**src/rtl/vga_pkg.sv**
```systemverilog
// Shared definitions for the VGA name table path.
//   NAME_ADDR_WIDTH / NAME_DATA_WIDTH : name table RAM geometry
//   tag_t : which requester owns the RAM read issued in a given cycle
package vga_pkg;

  localparam int NAME_ADDR_WIDTH = 11;
  localparam int NAME_DATA_WIDTH = 8;

  typedef enum logic [1:0] {
    TAG_IDLE = 2'd0,
    TAG_DISP = 2'd1,
    TAG_HOST = 2'd2
  } tag_t;

endpackage

```
**src/rtl/name_ram_arbiter.sv**
```systemverilog
// Shares the one-cycle registered read port of the name table RAM between
// the display tile fetcher (fixed priority, no handshake) and a host/debug
// reader (req/ack handshake, served in idle cycles).
//
// Ports:
//   clk, rst_n             pixel clock, async active-low reset
//   disp_req, disp_addr    display read request (single cycle)
//   disp_valid, disp_data  display read data, one cycle after the request
//   host_req, host_addr    host request level and address
//   host_ack               pulse in the cycle the host read is issued
//   host_valid, host_data  pulse when host_data updates; data held after
//   host_starve            host has waited STARVE_LIMIT cycles (status only)
//   ram_addr, ram_rdata    name table RAM address out / read data in
//
// Handshake: host_req is a level held with host_addr stable until host_ack.
// host_ack is the single cycle in which the read is issued; keeping
// host_req high after that cycle is a new request. Dropping host_req
// before host_ack abandons the request. The display side has no
// handshake: disp_req is always granted in the cycle it is asserted.
module name_ram_arbiter
  import vga_pkg::*;
#(
  parameter int ADDR_WIDTH   = NAME_ADDR_WIDTH,
  parameter int DATA_WIDTH   = NAME_DATA_WIDTH,
  parameter int STARVE_LIMIT = 800,
  parameter int CNT_WIDTH    = $clog2(STARVE_LIMIT + 1)
) (
  input  logic                  clk,
  input  logic                  rst_n,
  input  logic                  disp_req,
  input  logic [ADDR_WIDTH-1:0] disp_addr,
  output logic                  disp_valid,
  output logic [DATA_WIDTH-1:0] disp_data,
  input  logic                  host_req,
  input  logic [ADDR_WIDTH-1:0] host_addr,
  output logic                  host_ack,
  output logic                  host_valid,
  output logic [DATA_WIDTH-1:0] host_data,
  output logic                  host_starve,
  output logic [ADDR_WIDTH-1:0] ram_addr,
  input  logic [DATA_WIDTH-1:0] ram_rdata
);

  localparam logic [CNT_WIDTH-1:0] LIMIT = CNT_WIDTH'(STARVE_LIMIT);

  tag_t                  grant;
  tag_t                  tag_q;
  logic [ADDR_WIDTH-1:0] last_addr_q;
  logic [CNT_WIDTH-1:0]  wait_cnt_q;
  logic [CNT_WIDTH-1:0]  wait_cnt_d;
  logic                  starve_clr;

  // Grant and address mux. With no grant the RAM keeps seeing the last
  // address so its address bus stays quiet in idle cycles.
  always_comb begin
    grant    = TAG_IDLE;
    ram_addr = last_addr_q;
    host_ack = 1'b0;
    if (disp_req) begin
      grant    = TAG_DISP;
      ram_addr = disp_addr;
    end else if (host_req) begin
      grant    = TAG_HOST;
      ram_addr = host_addr;
      host_ack = 1'b1;
    end
  end

  // Wait counter: counts ungranted host cycles, saturates at the limit,
  // and restarts whenever the host is served or withdraws.
  always_comb begin
    starve_clr = !host_req || (grant == TAG_HOST);
    wait_cnt_d = wait_cnt_q;
    if (starve_clr) begin
      wait_cnt_d = '0;
    end else if (wait_cnt_q != LIMIT) begin
      wait_cnt_d = wait_cnt_q + CNT_WIDTH'(1);
    end
  end

  always_ff @(posedge clk or negedge rst_n) begin
    if (!rst_n) begin
      tag_q       <= TAG_IDLE;
      last_addr_q <= '0;
      host_valid  <= 1'b0;
      host_data   <= '0;
      wait_cnt_q  <= '0;
      host_starve <= 1'b0;
    end else begin
      tag_q <= grant;
      if (grant != TAG_IDLE) begin
        last_addr_q <= ram_addr;
      end
      // The RAM answers a host read one cycle after issue; capture it then
      // so host_valid lands two cycles after host_ack.
      host_valid <= (tag_q == TAG_HOST);
      if (tag_q == TAG_HOST) begin
        host_data <= ram_rdata;
      end
      wait_cnt_q  <= wait_cnt_d;
      // Flag follows the registered count, and drops in the same edge that
      // clears the count.
      host_starve <= !starve_clr && (wait_cnt_q == LIMIT);
    end
  end

  // Display data is a straight passthrough so its latency matches a direct
  // RAM connection; only the valid needs the issued tag.
  assign disp_valid = (tag_q == TAG_DISP);
  assign disp_data  = ram_rdata;

endmodule

```
**config.mk**
```make
export PLATFORM = sky130hd
export DESIGN_NAME = name_ram_arbiter
export DESIGN_NICKNAME = d
export VERILOG_FILES = /design/src/rtl/vga_pkg.sv /design/src/rtl/name_ram_arbiter.sv
export SDC_FILE = /design/constraint.sdc
export NUM_CORES = 1
export LEC_CHECK = 0
export CORE_ASPECT_RATIO = 2
export CORE_UTILIZATION = 46
export DETAILED_ROUTE_END_ITERATION = 7
export GPL_TIMING_DRIVEN = 0
export HOLD_SLACK_MARGIN = 0.08
export PLACE_DENSITY = 0.85
export SLEW_MARGIN = 5
export SYNTH_ARGS = -nofsm -noshare
export SYNTH_HDL_FRONTEND = slang
export SYNTH_SLANG_ARGS = --single-unit
export TNS_END_PERCENT = 5
```
**constraint.sdc**
```tcl
create_clock -name clk -period 4.5 [get_ports clk]
set_input_delay 1.35 -clock clk [delete_from_list [all_inputs] [get_ports clk]]
set_output_delay 1.35 -clock clk [all_outputs]
set_load 0.01 [all_outputs]
```
# After elaboration in Yosys (flattened, before gate mapping)
# Index checks and enable logic that the tools add are counted.
# W data, S select, Z words.
[word_totals]
reg_bits = 33
in_bits = 34
output_inout_bits = 31
wordCells = 26
[classes]
addsub = 1
n_eq_ne = 5
n_mux = 8
reduce_logical = 6
[op_table]
columns = ["op", "n"]
rows = [
  ["$mux W11", 2],
  ["$mux W10", 2],
  ["$add A10 B1 Y10 const B", 1],
  ["$eq A10 B10 Y1 const B", 1],
  ["$ne A10 B10 Y1 const B", 1],
  ["$eq A2 B2 Y1 const B", 2],
  ["$mux W2", 2],
  ["$reduce_bool A2 Y1", 2],
  ["$eq A2 B1 Y1 const B", 1],
  ["$logic_not A1 Y1", 2],
  ["$mux W1", 2],
  ["$logic_and A1 B1 Y1", 1],
  ["$logic_or A1 B1 Y1", 1],
]

# Longest topological paths before layout
# Gate-level depths: netlist of the first run.
[depth]
ltp_word = 6
mapped_depth = 5
depth_no_buf = 5

# Worst setup path after synthesis of the first run
# OpenSTA, ideal clock, no wires.
[synth_timing]
kind = "input-to-output"
startpoint = "input host_req"
endpoint = "output ram_addr[1]"
arrival_time_ns = 2.201
t_required_ns = 3.150
setup_slack_ns = 0.949
cell_stages = 4
n_path_buf = 2
path_cell_list = "clkbuf_1 > buf_2 > mux2i_1 > o21ai_0"
[synth_between]
elab_chain_len = 2
[synth_rtl]
columns = ["item", "line", "source"]
rows = [
  ["from (decl)", "name_ram_arbiter.sv:34", "input logic host_req,"],
  ["$mux W11", "name_ram_arbiter.sv:62", "end else if (host_req) begin"],
  ["$mux W11", "name_ram_arbiter.sv:59", "if (disp_req) begin"],
  ["to (decl)", "name_ram_arbiter.sv:40", "output logic [ADDR_WIDTH-1:0] ram_addr,"],
]
# No other way between the ends.

# Worst setup path in the final report of the first run
[layout_timing]
startpoint = "input disp_req"
endpoint = "output ram_addr[4]"
[layout_between]
elab_chain_len = 1
[layout_rtl]
columns = ["item", "line", "source"]
rows = [
  ["from (decl)", "name_ram_arbiter.sv:30", "input logic disp_req,"],
  ["$mux W11", "name_ram_arbiter.sv:59", ""],
]
# No other way between the ends.

==> results of run 1 <==
flip-flops by register name (all words and copies together) (netlist names):
register     count
host_valid       1
host_data        8
tag_q            2
host_starve      1
last_addr_q     11
wait_cnt_q      10
path summary, 6_finish.rpt:
path | slack, ns | startpoint | end
worst max-delay path | 0.13 | disp_req | ram_addr[4]
worst min-delay path | 0.51 | host_data[0]$_DFFE_PN0P_ | host_data[0]$_DFFE_PN0P_
worst max register to register | 2.94 | wait_cnt_q[0]$_DFFE_PN0P_ | wait_cnt_q[8]$_DFFE_PN0P_
worst min register to register | 0.51 | host_data[0]$_DFFE_PN0P_ | host_data[0]$_DFFE_PN0P_
max in group asynchronous | 2.93 | rst_n | last_addr_q[0]$_DFFE_PN0P_
min in group asynchronous | 1.11 | rst_n | last_addr_q[7]$_DFFE_PN0P_
cells in the final DEF, fill, tap and decap left out:
| cell type | synthesis | final |
|---|---|---|
| nand3_1 | 6 | 6 |
| mux2_2 | 8 | 8 |
| ha_1 | 2 | 2 |
| o21ai_0 | 26 | 26 |
| nand2_1 | 18 | 18 |
| nor4bb_1 | 1 | 1 |
| o31ai_1 | 2 | 2 |
| or4_1 | 2 | 2 |
| xor2_1 | 2 | 2 |
| and2b_2 | 1 | 1 |
| nor2_1 | 3 | 3 |
| clkdlybuf4s50_1 | 0 | 62 |
| clkbuf_1 | 6 | 2 |
| mux2i_1 | 12 | 12 |
| a311o_1 | 1 | 1 |
| nor2b_1 | 3 | 3 |
| buf_4 | 8 | 8 |
| inv_1 | 3 | 3 |
| clkbuf_4 | 0 | 1 |
| and2_1 | 1 | 1 |
| or3_2 | 2 | 2 |
| a311o_2 | 1 | 1 |
| dfrtp_1 | 33 | 33 |
| a21oi_1 | 6 | 6 |
| nor3b_1 | 1 | 1 |
| buf_2 | 1 | 2 |
| clkbuf_2 | 0 | 2 |
| nand4_4 | 1 | 1 |
| or3_1 | 1 | 1 |
| clkbuf_8 | 0 | 7 |
| clkinv_2 | 0 | 1 |
power by group through the flow:
stage / registers [uW] / clock network (uW) / logic (uW)
detailed placement: 339 / 0 / 164
CTS: 334 / 251 / 165
global route: 336 / 263 / 176
floorplan: 343 / 0 / 56.2
global placement: 337 / 0 / 158
finish: 333 / 246 / 163
area by class of cell:
| class | count | area, um^2 | share of cell area, % |
|---|---|---|---|
| Buffer | 14 | 90.1 | 3.82 |
| Clock buffer | 7 | 96.3 | 4.08 |
| Clock inverter | 1 | 5.00 | 0.212 |
| Inverter | 3 | 11.3 | 0.477 |
| Multi-Input combinational cell | 100 | 667 | 28.3 |
| Sequential cell | 33 | 826 | 35.0 |
| Tap cell | 31 | 38.8 | 1.64 |
| Timing Repair Buffer | 63 | 626 | 26.5 |
what timing repair did:
action,4_1_cts,5_1_grt
pin swaps,0,0
hold endpoints to repair,0,0
gates resized for setup,3,2
endpoints found under the setup margin,11,3
hold buffers,0,0
setup buffers,0,0
routing by layer:
layer / vias up / global-route usage, %
met4: 0 / 8.24
met2: 66 / 45.0
li1: 662 / -
met5: - / 0
met3: 6 / 5.32
met1: 658 / 21.5
cell families (layout without fill, tap and decap cells):
group                      count (synthesis)  after routing  synth area share (%)
buffers and inverters                     18             88                  6.21
adders and majority gates                  2              2                  1.57
xor gates and xnor gates                   2              2                  1.10
DFF                                       33             33                  51.9
AOI/OAI and AO/OA                         36             36                  12.3
and+or+nand+nor                           40             40                  13.7
muxes                                     20             20                  13.2
stage by stage:
step / total power [uW] / std cells / hold slack, ns / setup TNS [ns] / worst slack (ns)
3_3_place_gp: 496 / 245 / 0.489 / -1.03 / -0.130
6_report: 742 / 252 / 0.511 / 0 / 0.128
2_1_floorplan: 400 / 151 / 0.513 / 0 / 0.949
3_5_place_dp: 503 / 245 / 0.495 / -1.52 / -0.173
4_1_cts: 750 / 252 / 0.515 / 0 / 0.0933
5_1_grt: 775 / 252 / 0.527 / 0 / 0.0134
==> flow_summary.yaml, run 1 <==
timing:
  rsz0062_at_grt: "false"
  finalClockSkew_ns: 0.00184
  min_period_ns: 4.37
  fmax_mhz: 229
  tightest_slew_ns: 0.714
  setup_viol: 0
  maxSlewHeadroom_pct: 52.4
  fin_crit_sh_pct: 97.2
  finalMaxSlewViolations: 0
  hold_viol_final: 0
layout:
  syn2layout_area_growth_pct: 48.3
  fillers: 237
  diodes: 0
  finalInstanceArea_um2: 2360
  finalCoreUtilization_pct: 73.1
  drive_above_1_share_pct: 15.4
  fin_nets: 256
power_and_ir_drop:
  pwr-share-seq_pct: 44.9
  netSwitchingFraction_pct: 24.7
  switching_power_uw: 184
  p_clk_share_pct: 33.1
  p_int_uw: 559
  total_leakage_power_uw: 0.00101
  p_per_area_nw_per_um2: 315
  peakVddDrop_mv: 0.300
  p_comb_share_pct: 22.0
place:
  port_buffers: 63
  placed_cell_area_um2: 2260
  hpwl_um: 3050
  gp_congestion: 0.722
setup_path:
  slowest_delay_ns: 0.65
  cp.buffers_inverters: 3
  worst_path_max_delay_cell: "clkdlybuf4s50_1"
  crit_fanout: 10
  path_depth: 5
  r2r_cells: 4
  cp-start-kind: "input pin"
  setup.worst_path.class: "in2out"
  critPathMostFrequentCell: "clkdlybuf4s50_1"
  crit_path_end_kind: "output port"
  worst_ep_required_time_ns: 3.15
  crit_family: "buffers and inverters"
  worstPathArrival_ns: 3.02
  worstPathCellList: "clkdlybuf4s50_1 > clkbuf_4 > nand2_1 > o21ai_0 > clkdlybuf4s50_1"
drt:
  vias_per_cell: 5.52
  routed_wl_um: 3820
  post_drt_wl_per_cell_um: 15.2
  dr_total_vias: 1392
  antenna_left: 0
  dr.pass1.iters: 8
  route.layer.met1.wl_um: 1240
  drcViolationCount: 6
  routed.top_layer: "met4"
  route.met3.wl_um: 228
  wl_met2_um: 2280
  drt_iter0_drc: 39
die:
  coreArea_um2: 3230
  ioPinCount: 65
  die_w_um: 43.6
  fp.dieH_um: 85.2
  die-area_um2: 3710
  start_util_pct: 49.3
  rows: 29
clock_tree:
  cts.path.max_buffers: 2
  clk_latency_ns: 0.28
  clockRootBuffer: "clkbuf_8"
  cts_max_level: 2
  clk_pin_slew_worst_paths_ns: 0.07
  cts.sinks: 33
  cts_tree: "yes"
  cts_buffers: 5
min_path:
  hold_depth: 1
  min_path_type: "reg2reg"
job:
  drv_cap: 0
yosys:
  yosys.cell_count.top_type: "dfrtp_1"
  ys_warn_count: 0
  syn_avg_cell_area_um2: 10.5
  yosysTopAreaCellShare_pct: 51.9
  syn_inst: 151
  synth_area_leaders: "dfrtp_1 52%, o21ai_0 8.2%, mux2i_1 7.5%"
  synthesis.nets: 187
  synth_common_cells: "33 x dfrtp_1, 26 x o21ai_0, 18 x nand2_1, 12 x mux2i_1"
  ys_ff_latch: 33
  ys_seq_area_share_pct: 51.9
  synth-async-reset-ratio_pct: 100
  synthFlopType: "dfrtp_1"
  yosysUniqueCellTypes: 26
  syn_area_um2: 1590
  synth_top_area_cell: "dfrtp_1"
  synth_edf_count: 0
status:
  violations: "design-rule violations"
  status: "finished with violations"
grt:
  grt_pass1_wl_um: 6360
  grt_max_degree: 34
  overflow: 0
  antenna_found_initial: 0
  track_usage_pct: 23.1
  grt_pass1_vias: 1488
Note: power is estimated with default switching activity, not from simulation.
==> inputs of run 2 (changes only) <==
CORE_ASPECT_RATIO = not set   (was 2)
==> run 2 against run 1 <==
  * The flow now finishes without violations
  * Via count is 0.22% lower
  * Clock skew is 0.0092 ns higher
  * Global-route usage is 0.64 points higher
  * Non-clock buffer count is 1 higher
  * Power is 1.4% lower
  * Critical endpoint is now ram_addr[1]
  * Cell count is 5.6% higher
==> flow_summary.yaml, run 2 (same netlist as run 1, synthesis figures left out) <==
layout:
  diodes: 0
  finalCoreUtilization_pct: 74.3
  seqCellArea_um2: 826
  final_cell_mix: "62 x clkdlybuf4s50_1, 33 x dfrtp_1, 26 x o21ai_0, 18 x nand2_1, 12 x mux2i_1"
  multi_input_area_um2: 667
  top_register: "last_addr_q"
  top_regs: "last_addr_q: 11 flops, wait_cnt_q: 10 flops, host_data: 8 flops"
  finalInstanceArea_um2: 2360
  final_common_cell: "clkdlybuf4s50_1"
  fin_nets: 257
  syn2layout_area_growth_pct: 48.3
  largest_register_ffs: 11
  drive_above_1_share_pct: 14.9
  fillers: 238
clock_tree:
  cts_max_level: 2
  post-cts-setup-buffer-count: 0
  clk_latency_ns: 0.34
  cts_buffers: 5
  clk_pin_slew_worst_paths_ns: 0.08
  cts.path.max_buffers: 2
  cts.sinks: 33
  cts_tree: "yes"
  clockRootBuffer: "clkbuf_4"
timing:
  tightest_slew_ns: 0.718
  setup_ws_ns: 0.137
  maxSlewHeadroom_pct: 52.1
  finalClockSkew_ns: 0.0110
  min_period_ns: 4.36
  finalMaxSlewViolations: 0
  fmax_mhz: 229
  fin_crit_sh_pct: 96.9
  tns_ns: 0
  hold_viol_final: 0
  rsz0062_at_grt: "false"
  setup_viol: 0
place:
  hpwl_um: 2930
  gp_congestion: 0.772
  port_buffers: 63
  dp_slack_ns: -0.128
  placed_cell_area_um2: 2270
drt:
  dr.pass1.iters: 4
  antenna_left: 0
  post_drt_wl_per_cell_um: 14.6
  drcViolationCount: 0
  vias_per_cell: 5.22
  dr_total_vias: 1389
  drt_iter0_drc: 43
  routed_wl_um: 3870
power_and_ir_drop:
  p_comb_share_pct: 22.3
  netSwitchingFraction_pct: 24.5
  switching_power_uw: 179
  p_total_uw: 732
  p_clk_share_pct: 32.0
  total_leakage_power_uw: 0.00101
  peakVddDrop_mv: 0.189
  p_int_uw: 553
  pwr-share-seq_pct: 45.7
  p_per_area_nw_per_um2: 310
setup_path:
  cp-start-kind: "input pin"
  r2r_cells: 4
  setup.worst_path.class: "in2out"
  r2r-end: "wait_cnt_q[8]$_DFFE_PN0P_"
  crit_fanout: 10
  crit_path_end_kind: "output port"
  worstPathArrival_ns: 3.01
  reg2reg_slack_ns: 2.92
  worstReg2RegStart: "wait_cnt_q[0]$_DFFE_PN0P_"
  worst_ep_required_time_ns: 3.15
status:
  status: "finished, final reports clean"
die:
  die_w_um: 60.8
  fp.dieH_um: 60.8
  coreArea_um2: 3180
  die-area_um2: 3700
  ioPinCount: 65
  rows: 20
  start_util_pct: 50.1
min_path:
  hold_path.startpoint: "host_data[3]$_DFFE_PN0P_"
  hold_depth: 1
  min_path_type: "reg2reg"
  holdPathEnd: "host_data[3]$_DFFE_PN0P_"
grt:
  track_usage_pct: 23.7
  antenna_found_initial: 0
  overflow: 0
  grt_max_degree: 34
  grt_pass1_wl_um: 6200
  grt_pass1_vias: 1376
job:
  drv_cap: 0
==> run 2: changes by cell type in the layout (fill, tap and decap cells not counted), sizes merged <==
cell / before / now
bufinv: 0 / 1
clkbuf: 12 / 13
clkinv: 1 / 0
==> run 2: final cells by class <==
type | instances | share of cell area, %
tap | 44 | 2.33
buffer | 15 | 3.87
inverter | 3 | 0.477
timing repair buffer | 63 | 26.5
sequential | 33 | 35.0
clock buffer | 7 | 2.33
clock inverter | 1 | 1.27
multi-input combinational | 100 | 28.2
==> run 2: worst max-delay path by stage <==
stage,startpoint,to
after floorplan,host_req,ram_addr[1]
final,disp_req,ram_addr[1]
after CTS,disp_req,ram_addr[0]
after detailed placement,disp_req,ram_addr[0]
after global routing,disp_req,ram_addr[3]
after global placement,disp_req,ram_addr[1]
==> run 2: layer usage <==
layer | GRT usage, % | share of wire (%) | vias up
li1 | - | - | 665
met1 | 25.4 | 38 | 648
met2 | 41.6 | 51 | 64
met3 | 8.53 | 7.5 | 12
met4 | 11.4 | 2.9 | 0
met5 | 0 | 0 | -
==> run 2: what timing repair did <==
| action | in CTS | in global routing |
|---|---|---|
| hold buffers | 0 | 0 |
| endpoints found under the setup margin | 11 | 0 |
| resized for setup | 3 | 0 |
==> run 2: stage by stage <==
| stage | std cells | hold WS, ns |
|---|---|---|
| final | 266 | 0.519 |
| after global routing | 266 | 0.534 |
| after CTS | 266 | 0.519 |
| after detailed placement | 258 | 0.499 |
| after global placement | 258 | 0.489 |
| after floorplan | 151 | 0.513 |
==> run 2: critical path, stage by stage <==
cell             delay (ns)
clkdlybuf4s50_1        0.47
clkbuf_2               0.19
clkbuf_2               0.24
nand2_1                0.09
o21ai_0                0.10
clkdlybuf4s50_1        0.57
==> run 2: power by group through the flow <==
stage / Clock, uW / Sequential (uW) / Combinational [uW]
6_report: 234 / 335 / 163
5_1_grt: 252 / 337 / 176
4_1_cts: 240 / 335 / 165
3_5_place_dp: 0 / 340 / 163
3_3_place_gp: 0 / 337 / 159
2_1_floorplan: 0 / 343 / 56.2
